===== src/rtl/spi_resp_tx.sv =====
// spi_resp_tx: SPI mode-0 readback transmitter in the pck0 domain.
// Oversamples spck/ncs, shifts a 16-bit response word out on miso MSB first,
// and keeps a clear-on-read saturating event counter.
// Optional build macro SPI_RESP_PARITY_EN: puts even parity in response bit 8.
module spi_resp_tx #(
    parameter int unsigned SYNC_STAGES = 2,
    parameter int unsigned EVT_CNT_W   = 8
) (
    input  logic       pck0,
    input  logic       nrst,
    input  logic       spck,
    input  logic       ncs,
    input  logic [1:0] rd_sel,
    input  logic [7:0] conf_word,
    input  logic [7:0] divisor,
    input  logic [7:0] user_byte1,
    input  logic       evt,
    output logic       miso,
    output logic       miso_oe,
    output logic       frame_done,
    output logic       overrun
);

    localparam int unsigned BIT_CNT_W = 5;
    localparam int unsigned WORD_W    = 16;
    localparam logic [BIT_CNT_W-1:0] FRAME_BITS = BIT_CNT_W'(WORD_W);
    localparam logic [EVT_CNT_W-1:0] EVT_MAX    = '1;

    typedef enum logic [1:0] {
        IDLE  = 2'd0,
        LOAD  = 2'd1,
        SHIFT = 2'd2,
        TAIL  = 2'd3
    } state_e;

    state_e                 state_q, state_d;
    logic [SYNC_STAGES-1:0] spck_sync_q, ncs_sync_q;
    logic                   spck_hist_q, ncs_hist_q;
    logic                   spck_rise_q, spck_fall_q;
    logic                   ncs_rise_c, ncs_fall_c;
    logic [WORD_W-1:0]      shreg_q, shreg_d;
    logic [BIT_CNT_W-1:0]   bit_cnt_q, bit_cnt_d;
    logic [1:0]             rd_sel_q, rd_sel_d;
    logic                   miso_q, miso_d;
    logic                   miso_oe_q, miso_oe_d;
    logic                   frame_done_q, frame_done_d;
    logic                   overrun_q, overrun_d;
    logic [EVT_CNT_W-1:0]   evt_cnt_q, evt_cnt_d;
    logic                   evt_sat_q, evt_sat_d;
    logic                   evt_clr_c;
    logic [7:0]             data_c;
    logic                   parity_c;
    logic [WORD_W-1:0]      word_c;

    // Synchronizers plus history flops; spck edges are registered so a miso
    // update lands SYNC_STAGES+2 cycles after the spck fall.
    always_ff @(posedge pck0) begin
        if (!nrst) begin
            spck_sync_q <= '0;
            ncs_sync_q  <= '1;
            spck_hist_q <= 1'b0;
            ncs_hist_q  <= 1'b1;
            spck_rise_q <= 1'b0;
            spck_fall_q <= 1'b0;
        end else begin
            spck_sync_q <= {spck_sync_q[SYNC_STAGES-2:0], spck};
            ncs_sync_q  <= {ncs_sync_q[SYNC_STAGES-2:0], ncs};
            spck_hist_q <= spck_sync_q[SYNC_STAGES-1];
            ncs_hist_q  <= ncs_sync_q[SYNC_STAGES-1];
            spck_rise_q <= spck_sync_q[SYNC_STAGES-1] & ~spck_hist_q;
            spck_fall_q <= ~spck_sync_q[SYNC_STAGES-1] & spck_hist_q;
        end
    end

    assign ncs_rise_c = ncs_sync_q[SYNC_STAGES-1] & ~ncs_hist_q;
    assign ncs_fall_c = ~ncs_sync_q[SYNC_STAGES-1] & ncs_hist_q;

    // Response word assembled from live sources; captured only in LOAD.
    always_comb begin
        data_c = conf_word;
        case (rd_sel)
            2'd0:    data_c = conf_word;
            2'd1:    data_c = divisor;
            2'd2:    data_c = user_byte1;
            default: data_c = 8'(evt_cnt_q);
        endcase
`ifdef SPI_RESP_PARITY_EN
        parity_c = ^{2'b10, rd_sel, overrun_q, evt_sat_q, data_c};
`else
        parity_c = 1'b0;
`endif
        word_c = {2'b10, rd_sel, overrun_q, evt_sat_q, 1'b0, parity_c, data_c};
    end

    // Frame state register and datapath registers.
    always_ff @(posedge pck0) begin
        if (!nrst) begin
            state_q      <= IDLE;
            shreg_q      <= '0;
            bit_cnt_q    <= '0;
            rd_sel_q     <= '0;
            miso_q       <= 1'b0;
            miso_oe_q    <= 1'b0;
            frame_done_q <= 1'b0;
            overrun_q    <= 1'b0;
        end else begin
            state_q      <= state_d;
            shreg_q      <= shreg_d;
            bit_cnt_q    <= bit_cnt_d;
            rd_sel_q     <= rd_sel_d;
            miso_q       <= miso_d;
            miso_oe_q    <= miso_oe_d;
            frame_done_q <= frame_done_d;
            overrun_q    <= overrun_d;
        end
    end

    // Next-state and output logic; an ncs rise overrides everything else.
    always_comb begin
        state_d      = state_q;
        shreg_d      = shreg_q;
        bit_cnt_d    = bit_cnt_q;
        rd_sel_d     = rd_sel_q;
        miso_d       = miso_q;
        miso_oe_d    = miso_oe_q;
        frame_done_d = 1'b0;
        overrun_d    = overrun_q;

        case (state_q)
            IDLE: begin
                miso_d    = 1'b0;
                miso_oe_d = 1'b0;
                if (ncs_fall_c) begin
                    state_d = LOAD;
                end
            end
            LOAD: begin
                rd_sel_d  = rd_sel;
                shreg_d   = word_c;
                miso_d    = word_c[WORD_W-1];
                miso_oe_d = 1'b1;
                bit_cnt_d = '0;
                overrun_d = 1'b0;
                state_d   = SHIFT;
            end
            SHIFT: begin
                if (spck_rise_q && (bit_cnt_q < FRAME_BITS)) begin
                    bit_cnt_d = bit_cnt_q + BIT_CNT_W'(1);
                end
                if (spck_fall_q) begin
                    if (bit_cnt_q < FRAME_BITS) begin
                        shreg_d = {shreg_q[WORD_W-2:0], 1'b0};
                        miso_d  = shreg_q[WORD_W-2];
                    end else begin
                        frame_done_d = 1'b1;
                        miso_d       = 1'b0;
                        state_d      = TAIL;
                    end
                end
            end
            TAIL: begin
                miso_d = 1'b0;
                if (spck_rise_q) begin
                    overrun_d = 1'b1;
                end
            end
            default: state_d = IDLE;
        endcase

        if ((state_q != IDLE) && ncs_rise_c) begin
            state_d      = IDLE;
            miso_d       = 1'b0;
            miso_oe_d    = 1'b0;
            frame_done_d = (state_q == SHIFT) && (bit_cnt_q == FRAME_BITS);
        end
    end

    assign evt_clr_c = frame_done_q && (rd_sel_q == 2'd3);

    // Saturating event counter, cleared after a completed counter readback.
    always_comb begin
        evt_cnt_d = evt_cnt_q;
        evt_sat_d = evt_sat_q;
        if (evt_clr_c) begin
            evt_cnt_d = evt ? EVT_CNT_W'(1) : '0;
            evt_sat_d = 1'b0;
        end else if (evt && (evt_cnt_q != EVT_MAX)) begin
            evt_cnt_d = evt_cnt_q + EVT_CNT_W'(1);
            if (evt_cnt_q == (EVT_MAX - EVT_CNT_W'(1))) begin
                evt_sat_d = 1'b1;
            end
        end
    end

    // Event counter registers.
    always_ff @(posedge pck0) begin
        if (!nrst) begin
            evt_cnt_q <= '0;
            evt_sat_q <= 1'b0;
        end else begin
            evt_cnt_q <= evt_cnt_d;
            evt_sat_q <= evt_sat_d;
        end
    end

    assign miso       = miso_q;
    assign miso_oe    = miso_oe_q;
    assign frame_done = frame_done_q;
    assign overrun    = overrun_q;

endmodule

===== config.mk =====
export PLATFORM = sky130hd
export DESIGN_NAME = spi_resp_tx
export DESIGN_NICKNAME = d
export VERILOG_FILES = /design/src/rtl/spi_resp_tx.sv
export SDC_FILE = /design/constraint.sdc
export NUM_CORES = 1
export LEC_CHECK = 0
export ABC_AREA = 1
export CAP_MARGIN = 20
export CELL_PAD_IN_SITES_DETAIL_PLACEMENT = 0
export CELL_PAD_IN_SITES_GLOBAL_PLACEMENT = 1
export CORE_ASPECT_RATIO = 0.9
export CORE_UTILIZATION = 34
export DETAILED_ROUTE_END_ITERATION = 8
export GPL_TIMING_DRIVEN = 0
export PLACE_DENSITY_LB_ADDON = 0.1
export SETUP_SLACK_MARGIN = 0.5
export SYNTH_ARGS = -nofsm -noshare
export SYNTH_HDL_FRONTEND = slang
export SYNTH_SLANG_ARGS = --single-unit

===== constraint.sdc =====
create_clock -name pck0 -period 1.65 [get_ports pck0]
set_clock_uncertainty 0.15 [all_clocks]
set_input_delay 0.165 -clock pck0 [delete_from_list [all_inputs] [get_ports pck0]]
set_output_delay 0.165 -clock pck0 [all_outputs]
set_load 0.01 [all_outputs]

==> results.md <==
* RSZ-0062 raised after global routing: true
* Slowest CP cell: dfxtp_4
* Pint at 2430 uW
* GR peak layer: met1
* Detail Placement HPWL at 4220 um
* Number of synthesized flops with an enable pin at 0
* Crit Reg-Reg Startpoint: state_q[0]
* Crit-path max FO at 5
* Reg2Reg Depth at 8
* Cells after synthesis at 319
* CTS clk-pin slew, worst paths at 0.09 ns
* Sequential share of power at 36.0%
* Most used cell, CP: buf_4
* Routability cong. at 0.761
* Initial Utilization at 35.8%
* H-tree depth at 2
* Psw at 1330 uW
* Max frequency at 618 MHz
* Area grow syn2layout at 45.5%
* Post-DRT Antenna Nets at 0
* Vias per inst at 4.82
* Count leader, synth: nand2_1
* Net Sw Frac at 35.4%
* Hold path startpoint: nrst
* Final Critical Period at 1.62 ns
* Yosys reg bits at 45
* Largest stage delay, worst path at 0.36 ns
* Mapped Area at 2230 um2
* Pwr Density at 1160 nW/um2
* Most instantiated cells after synthesis: nand2_1 (83), dfxtp_1 (45), inv_1 (35)
* First-pass GRT wire length at 10200 um
* Area leader, netlist: dfxtp_1
* FF-to-FF setup slack at 0.03 ns
* Number of port buffers at 33
* Row count at 27
* Fraction of registers with async set/reset at 0%
* Hold slack at 0.0443 ns
* I/O pin count at 35
* Clk_lat worst skew at 0.30 ns
* Root Driver: clkbuf_8
* Critical Path Source Type: flip-flop
* Ant diodes at 0
* Chip height at 78.8 um
* WP buf/inv at 3
* Crit path max-delay family: buffers and inverters
* GRT Residual Overflow at 0
* Hold_buf cts at 0
* Relative slew slack at 64.1%
* Hold Path Stages at 3
* Drt wl/cell at 13.2 um
* Clock network power share at 20.3%
* Number of global-route vias before repair at 2069
* Hold/Removal Path Class: input port to flip-flop
* Die area at 6870 um2
* Largest net degree at the start of global routing at 14
* Final period utilization at 98.0%
* Grt met1 use at 28.7%
* MaxCap Viol Count at 0
* Top-area cell type share of the netlist area at 40.5%
* Combinational share of power at 43.7%
* Vias at 2269
* Num CTS Buffers at 5
* CTS Sinks at 45
* Worst path cell trace: buf_4, ha_4, nand2_4, o21ai_4, buf_4, buf_6, o21ai_0, a21oi_1
* Grt met3 use at 4.47%
* CP required at 1.69 ns
* LEAKAGE at 0.00133 uW
* Final Hold Viols at 0
* Synthesized Nets at 360
* Max IR drop VDD at 376 uV
* Total Wirelength at 6210 um
* Seq/Total Area, Yosys at 40.5%
* Layout cells sized above 1 at 27.1%
* Reg2reg end: shreg_q[0]
* GR Util met2 at 28.0%
* GRT Util Overall at 19.2%
* Antenna violations before repair at 0
* Worst-margin pin slew at 0.538 ns
* Synth Area per Inst at 6.98 um2
* Drt first pass iters at 4
* Clock Tree Buf Depth at 2
* Worst Setup End Kind: flip-flop
* Core area at 6220 um2
* Yosys cell types at 27
* Status: finished clean
* Die W at 87.3 um
* Fin nets at 425
* Critical Path AT at 1.65 ns
* # DRC at 0
* Area contributors post-synth: dfxtp_1 (40%), nand2_1 (14%), o21ai_0 (6.3%)
* Synth warn at 0
* Final Max Tran Viols at 0
* Final setup viols at 0
* TritonCTS clock tree: yes
* Top_reg_cell synth: dfxtp_1
* DRT iter0 DRCs at 126
* WS Path Type: flip-flop to flip-flop
* Endpoint, Worst Hold: shreg_q[10]
* Pwr Total at 3770 uW
-- cell usage in the layout (no fill, tap or decap), types with 2 or more instances in the layout --
master           Yosys  layout
a21oi_1             26      22
a21oi_2              2       4
a21oi_4              0       2
a31oi_1              6       6
buf_2                3       5
buf_4                1      17
buf_6                2      11
buf_8                0       2
clkbuf_8             0       5
clkdlybuf4s50_1      0      27
dfxtp_1             45      32
dfxtp_2              0       9
dfxtp_4              0       4
dlygate4sd2_1        0       2
ha_1                10       6
ha_4                 0       4
inv_1               35      31
inv_2                2       2
inv_4                0       3
nand2_1             83      77
nand2_2              1       5
nand2_4              1       2
nand3_1             20      18
nand4_1              5       5
nor2_1              32      23
nor2_2               3       8
nor2_4               0       4
nor3_1               5       3
o21ai_0             28      13
o21ai_1              1      11
o21ai_2              1       5
o21ai_4              1       2
or2_2                2       2
-- worst max-delay path by stage --
stage / start / to / slack (ns) / cells past startpoint
final: state_q[0] / shreg_q[0] / 0.03 / 8
after global routing: state_q[0] / shreg_q[6] / -0.06 / 10
after CTS: state_q[0] / shreg_q[6] / 0.04 / 10
after detailed placement: rd_sel[1] / shreg_q[3] / -0.30 / 6
after global placement: rd_sel[1] / shreg_q[7] / -0.33 / 9
after floorplan: state_q[0] / shreg_q[6] / 0.11 / 10
-- power by group through the flow --
stage | logic, uW | clock network, uW | registers, uW
floorplan | 759 | 0 | 1350
global placement | 1060 | 0 | 1360
detailed placement | 1060 | 0 | 1370
CTS | 1250 | 782 | 1340
global route | 1800 | 836 | 1370
finish | 1650 | 765 | 1350
-- cell families after synthesis --
family / share of synthesized area (%)
buf+inv: 8.60
flops: 40.5
fa+ha+maj: 5.62
simple gates: 28.6
compound gates: 16.7
-- worst register-to-register path: cells and delay by family, from the launching register on --
kind | cells | cell delay (ns)
fa+ha+maj | 1 | 0.18
compound gates | 3 | 0.29
simple gates | 1 | 0.10
buf+inv | 3 | 0.42
flops | 1 | 0.36
-- layer usage --
| layer | wire length, um | share of wire (%) |
|---|---|---|
| met2 | 2770 | 45 |
| met3 | 275 | 4.4 |
| met1 | 3120 | 50 |
| met5 | 0 | 0 |
| met4 | 47 | 0.76 |
-- final cells by class --
class | instances | area [um2]
plain buffers | 8 | 72.6
clock buffers | 6 | 93.8
clock inverters | 1 | 5.00
fillers | 625 | 2980
inverters | 37 | 151
multi-input cells | 229 | 1350
flip-flops and latches | 45 | 927
well taps | 87 | 109
repair buffers | 58 | 529
-- state kept, by name, indices dropped and copies added (netlist names), 2 cells and up --
| register | cells |
|---|---|
| spck_sync_q | 2 |
| shreg_q | 15 |
| bit_cnt_q | 5 |
| rd_sel_q | 2 |
| ncs_sync_q | 2 |
| state_q | 2 |
| evt_cnt_q | 8 |
-- what timing repair did --
| item | in CTS | in global routing |
|---|---|---|
| hold endpoints to repair | 0 | 0 |
| pin swaps | 16 | 13 |
| endpoints found under the setup margin | 41 | 37 |
| gates resized for setup | 45 | 47 |
| setup buffers | 11 | 12 |
| gates cloned | 1 | 1 |
-- per-stage QoR --
step	instances	instance area (um2)	TNS [ns]	utilization [%]	setup WS [ns]
final	471	3240	0	52.1	0.0331
after global routing	471	3240	-0.255	52.1	-0.0643
after CTS	458	2990	0	48.1	0.0420
after detailed placement	439	2750	-2.29	44.3	-0.297
after global placement	439	2750	-2.50	44.3	-0.331
after floorplan	319	2310	0	-	0.115
Note: power is estimated with default switching activity, not from simulation.
